--- src/rtl/seq_multiplier_pkg.sv ---
// seq_multiplier_pkg: shared state encoding and default operand width for the sequential multiplier
package mult_pkg;

    localparam int DEFAULT_WIDTH = 4;

    typedef enum logic [1:0] {
        IDLE,
        CALC,
        FIX,
        DONE
    } state_e;

endpackage

--- src/rtl/adder_nbit.sv ---
// adder_nbit: N-bit ripple-carry adder chained from full_adder cells
module adder_nbit #(
    parameter int N = 5
) (
    input  logic [N-1:0] a_i,
    input  logic [N-1:0] b_i,
    input  logic         ci_i,
    output logic [N-1:0] s_o,
    output logic         co_o
);

    logic [N:0] c;

    assign c[0] = ci_i;
    assign co_o = c[N];

    for (genvar i = 0; i < N; i++) begin : g_fa
        full_adder u_fa (
            .a_i  (a_i[i]),
            .b_i  (b_i[i]),
            .ci_i (c[i]),
            .s_o  (s_o[i]),
            .co_o (c[i+1])
        );
    end

endmodule

--- src/rtl/full_adder.sv ---
// full_adder: single-bit full adder cell
module full_adder (
    input  logic a_i,
    input  logic b_i,
    input  logic ci_i,
    output logic s_o,
    output logic co_o
);

    assign s_o  = a_i ^ b_i ^ ci_i;
    assign co_o = (a_i & b_i) | (ci_i & (a_i ^ b_i));

endmodule

--- src/rtl/seq_multiplier.sv ---
// seq_multiplier: radix-2 shift-add multiplier, unsigned or sign-magnitude signed, with ready/valid handshakes
module seq_multiplier
    import mult_pkg::*;
#(
    parameter int WIDTH = DEFAULT_WIDTH
) (
    input  logic               clk,
    input  logic               rst,
    input  logic               start,
    output logic               in_ready,
    input  logic [WIDTH-1:0]   A,
    input  logic [WIDTH-1:0]   B,
    input  logic               signed_mode,
    output logic               out_valid,
    input  logic               out_ready,
    output logic [2*WIDTH-1:0] M
);

    localparam int CW = (WIDTH > 2) ? $clog2(WIDTH) : 1;

    state_e             state_q, state_d;
    logic [WIDTH-1:0]   a_q, a_d;
    logic [WIDTH-1:0]   b_q, b_d;
    logic               neg_q, neg_d;
    logic [CW-1:0]      cnt_q, cnt_d;
    logic [2*WIDTH-1:0] acc_q, acc_d;
    logic [2*WIDTH-1:0] m_q, m_d;
    logic [WIDTH-1:0]   a_mag, b_mag, addend;
    logic [WIDTH:0]     sum;
    logic               unused_co;

    // Signed operands are reduced to magnitudes; the most-negative value maps to 2^(WIDTH-1), still fitting unsigned.
    assign a_mag  = (signed_mode && A[WIDTH-1]) ? -A : A;
    assign b_mag  = (signed_mode && B[WIDTH-1]) ? -B : B;
    assign addend = b_q[cnt_q] ? a_q : {WIDTH{1'b0}};

    adder_nbit #(
        .N (WIDTH + 1)
    ) u_add (
        .a_i  ({1'b0, acc_q[2*WIDTH-1:WIDTH]}),
        .b_i  ({1'b0, addend}),
        .ci_i (1'b0),
        .s_o  (sum),
        .co_o (unused_co)
    );

    assign in_ready  = state_q == IDLE;
    assign out_valid = state_q == DONE;
    assign M         = m_q;

    // Next-state and datapath: accept in IDLE, one shift-add per CALC edge, sign fix in FIX, hold in DONE.
    always_comb begin
        state_d = state_q;
        a_d     = a_q;
        b_d     = b_q;
        neg_d   = neg_q;
        cnt_d   = cnt_q;
        acc_d   = acc_q;
        m_d     = m_q;
        case (state_q)
            IDLE: begin
                if (start) begin
                    a_d     = a_mag;
                    b_d     = b_mag;
                    neg_d   = signed_mode & (A[WIDTH-1] ^ B[WIDTH-1]);
                    cnt_d   = '0;
                    acc_d   = '0;
                    state_d = CALC;
                end
            end
            CALC: begin
                acc_d   = {sum, acc_q[WIDTH-1:1]};
                cnt_d   = cnt_q + 1'b1;
                state_d = (cnt_q == CW'(WIDTH - 1)) ? FIX : CALC;
            end
            FIX: begin
                m_d     = neg_q ? ~acc_q + 1'b1 : acc_q;
                state_d = DONE;
            end
            DONE: state_d = out_ready ? IDLE : DONE;
            default: state_d = IDLE;
        endcase
    end

    // State and datapath registers; reset aborts any operation in flight and clears the product.
    always_ff @(posedge clk) begin
        if (rst) begin
            state_q <= IDLE;
            a_q     <= '0;
            b_q     <= '0;
            neg_q   <= 1'b0;
            cnt_q   <= '0;
            acc_q   <= '0;
            m_q     <= '0;
        end else begin
            state_q <= state_d;
            a_q     <= a_d;
            b_q     <= b_d;
            neg_q   <= neg_d;
            cnt_q   <= cnt_d;
            acc_q   <= acc_d;
            m_q     <= m_d;
        end
    end

endmodule

--- config.mk ---
export PLATFORM = sky130hd
export DESIGN_NAME = seq_multiplier
export DESIGN_NICKNAME = d
export VERILOG_FILES = /design/src/rtl/seq_multiplier_pkg.sv /design/src/rtl/adder_nbit.sv /design/src/rtl/full_adder.sv /design/src/rtl/seq_multiplier.sv
export SDC_FILE = /design/constraint.sdc
export NUM_CORES = 1
export LEC_CHECK = 0
export CAP_MARGIN = 20
export CORE_UTILIZATION = 55
export DETAILED_ROUTE_END_ITERATION = 8
export GPL_ROUTABILITY_DRIVEN = 0
export GPL_TIMING_DRIVEN = 0
export HOLD_SLACK_MARGIN = 0.03
export PLACE_DENSITY_LB_ADDON = 0.15
export SYNTH_ARGS = -nofsm -noshare
export SYNTH_HDL_FRONTEND = slang
export SYNTH_SLANG_ARGS = --single-unit
export TNS_END_PERCENT = 50
--- constraint.sdc ---
create_clock -name clk -period 4.87 [get_ports clk]
set_clock_uncertainty 0.1 [all_clocks]
set_input_delay 1.2175 -clock clk [delete_from_list [all_inputs] [get_ports clk]]
set_output_delay 1.2175 -clock clk [all_outputs]
set_load 0.02 [all_outputs]
==> impl_metrics.env <==
export IMPL_status="finished, final reports clean"
export IMPL_async_reset_ff_frac=0
export IMPL_dp_hpwl_microns=2350
export IMPL_die_area_sq_um=2980
export IMPL_power_density_nw_per_um2=250
export IMPL_slowest_stage="clkdlybuf4s50_1"
export IMPL_ff2ff_path_depth=11
export IMPL_drt_initial_drc_count=26
export IMPL_slew_viol_final=0
export IMPL_slew_headroom=0.657
export IMPL_clk_path_buf_depth=2
export IMPL_ant_nets=0
export IMPL_grt_max_degree=11
export IMPL_worst_pin_slew_ns=0.515
export IMPL_max_stage_delay_ns=0.62
export IMPL_cts_clk_slew_worst_paths_ns=0.09
export IMPL_fin_tns_setup_ns=0
export IMPL_synth_edf_count=0
export IMPL_synth_fp_nets=195
export IMPL_crit_required_ns=3.55
export IMPL_ys_warn_count=0
export IMPL_drt_total_wl_microns=3090
export IMPL_cts_sinks=29
export IMPL_synth_top_cell_by_area="dfxtp_1"
export IMPL_setup_viol=0
export IMPL_power_leakage_nw=0.658
export IMPL_syn_area_per_cell_sq_um=8.73
export IMPL_holdBufCountCts=0
export IMPL_overflow=0
export IMPL_grt_pass1_vias=1148
export IMPL_cp_max_fo=10
export IMPL_synth_flop_cell="dfxtp_1"
export IMPL_cts_setup_buffers=0
export IMPL_insertion_delay_ns=0.32
export IMPL_worst_slack_ns=1.86
export IMPL_wire_per_inst_microns=13.4
export IMPL_ir_drop_uv=186
export IMPL_hold_depth=2
export IMPL_arrival_ns=1.69
export IMPL_cts_tree="yes"
export IMPL_cts_resized=0
export IMPL_first_pass_iters=4
export IMPL_netlist_top_cells_area="dfxtp_1, nor2_1, ha_1, fa_1, nand2_1"
export IMPL_netlist_cell_type_count=39
export IMPL_drv_cap=0
export IMPL_root_buffer="clkbuf_4"
export IMPL_fin_crit_ns=3.01
export IMPL_worst_path_stages=3
export IMPL_post_place_ws_ns=2.03
export IMPL_yosysMostFrequentCell="dfxtp_1"
export IMPL_vias=1327
export IMPL_crit_buf_inv=2
export IMPL_drc=0
export IMPL_grt_usage=0.241
export IMPL_grt_pass1_wl_microns=4910
export IMPL_start_util=0.597
export IMPL_diodes=0
export IMPL_die_width_microns=54.6
export IMPL_ys_top_cells_by_count="dfxtp_1, nor2_1, nand2_1"
export IMPL_drive_gt1_frac=0.0896
export IMPL_area_growth_pct=19.3
export IMPL_finalCritPeriodShare=0.618
export IMPL_hold_viol_final=0
export IMPL_utilization=0.712
export IMPL_path_delay_family="buffers and inverters"
export IMPL_seq_area_frac_synth=0.382
export IMPL_nets=222
export IMPL_fmax_mhz=332
export IMPL_synth_cells=174
export IMPL_h_tree_depth=2
export IMPL_crit_type="flip-flop to output pin"
export IMPL_path_cells="buf_2 > and2_1 > clkdlybuf4s50_1"
export IMPL_rsz0062_at_grt="no"
export IMPL_synth_top_area_frac=0.382
export IMPL_rows=18
export IMPL_pin_count=23
export IMPL_core_sq_um=2540
export IMPL_startpoint_type="flip-flop"
export IMPL_antenna_found_initial=0
export IMPL_die_h_microns=54.6
export IMPL_hold_class="flip-flop to flip-flop"
export IMPL_numCtsBuffers=5
export IMPL_synth_seq_cells=29
export IMPL_numPortBuffers=20
export IMPL_syn_area_sq_um=1520
export IMPL_worst_setup_path_end_kind="output pin"
export IMPL_num_fill_cells=203
export IMPL_viasPerCell=5.74
-- cell type report --
cell class,instances,area (sq um),area share
inverters,13,48.8,0.0269
flip-flops and latches,29,581,0.320
well taps,30,37.5,0.0207
repair buffers,20,200,0.110
clock buffers,7,55.1,0.0304
multi-input cells,122,840,0.463
plain buffers,10,50.0,0.0276
-- per-layer routing --
layer / up-vias / part of all wire / GRT usage
met4: 0 / 0.019 / 0.115
met1: 620 / 0.42 / 0.239
met2: 26 / 0.53 / 0.457
li1: 674 / - / -
met3: 7 / 0.028 / 0.0611
met5: - / 0 / 0
-- report_power, final --
group	internal, mW	total [mW]	leakage (nW)	switching [mW]
Sequential	0.244	0.248	0.236	0.00420
Combinational	0.0258	0.0560	0.391	0.0303
Clock	0.0681	0.149	0.0314	0.0807
-- worst reg2reg max path: stages (launching register included) --
cell and delay (ns):
dfxtp_1 0.40, mux4_2 0.56, and2_1 0.19, ha_1 0.19
inv_1 0.07, fa_1 0.16, inv_1 0.05, fa_1 0.35
inv_1 0.08, fa_1 0.40, a2bb2oi_1 0.15, nor2_1 0.09
-- cells by family (layout without fill, tap and decap cells) --
| group | Yosys count | in the layout | share of synthesized area |
|---|---|---|---|
| xor+xnor | 4 | 4 | 0.0231 |
| compound gates | 41 | 41 | 0.200 |
| fa+ha+maj | 8 | 8 | 0.0807 |
| flops | 29 | 29 | 0.382 |
| simple gates | 66 | 66 | 0.221 |
| mux | 3 | 3 | 0.0280 |
| buf+inv | 23 | 50 | 0.0651 |
-- per-stage QoR --
step,std cells,power (mW),hold slack (ns),cell area [sq um]
finish,231,0.453,0.361,1810
floorplan,174,0.288,0.332,1520
global route,231,0.471,0.391,1810
global placement,224,0.307,0.343,1760
CTS,231,0.454,0.365,1810
detailed placement,224,0.310,0.353,1760
-- cell usage in the layout (no fill, tap or decap), drive strengths merged, types with 2 or more instances in the layout --
cell type      Yosys  routed
a2111o             2       2
a211oi             5       5
a21oi              8       8
a22oi              6       6
a2bb2oi            3       3
a311oi             4       4
and2               3       3
buf                7       7
clkbuf             3      10
clkdlybuf4s50      0      20
dfxtp             29      29
fa                 3       3
ha                 5       5
inv               13      13
mux2i              2       2
nand2             16      16
nand2b             2       2
nand3              6       6
nand3b             6       6
nor2              21      21
nor2b              3       3
nor3b              2       2
o211ai             2       2
o21ai              3       3
o31ai              3       3
or3                3       3
xor2               4       4
-- path summary, 6_finish.rpt --
check	start	endpoint	slack (ns)
max reg2reg	cnt_q[0]	acc_q[6]	2.03
min reg2reg	M[0]	M[0]	0.36
max	state_q[0]	out_valid	1.86
min	M[0]	M[0]	0.36
-- state kept, by name, indices dropped and copies added (netlist names) --
signal / cells
b_q: 4
M: 8
a_q: 4
acc_q: 8
neg_q: 1
state_q: 2
cnt_q: 2
Power figures use the tool's default switching activity.
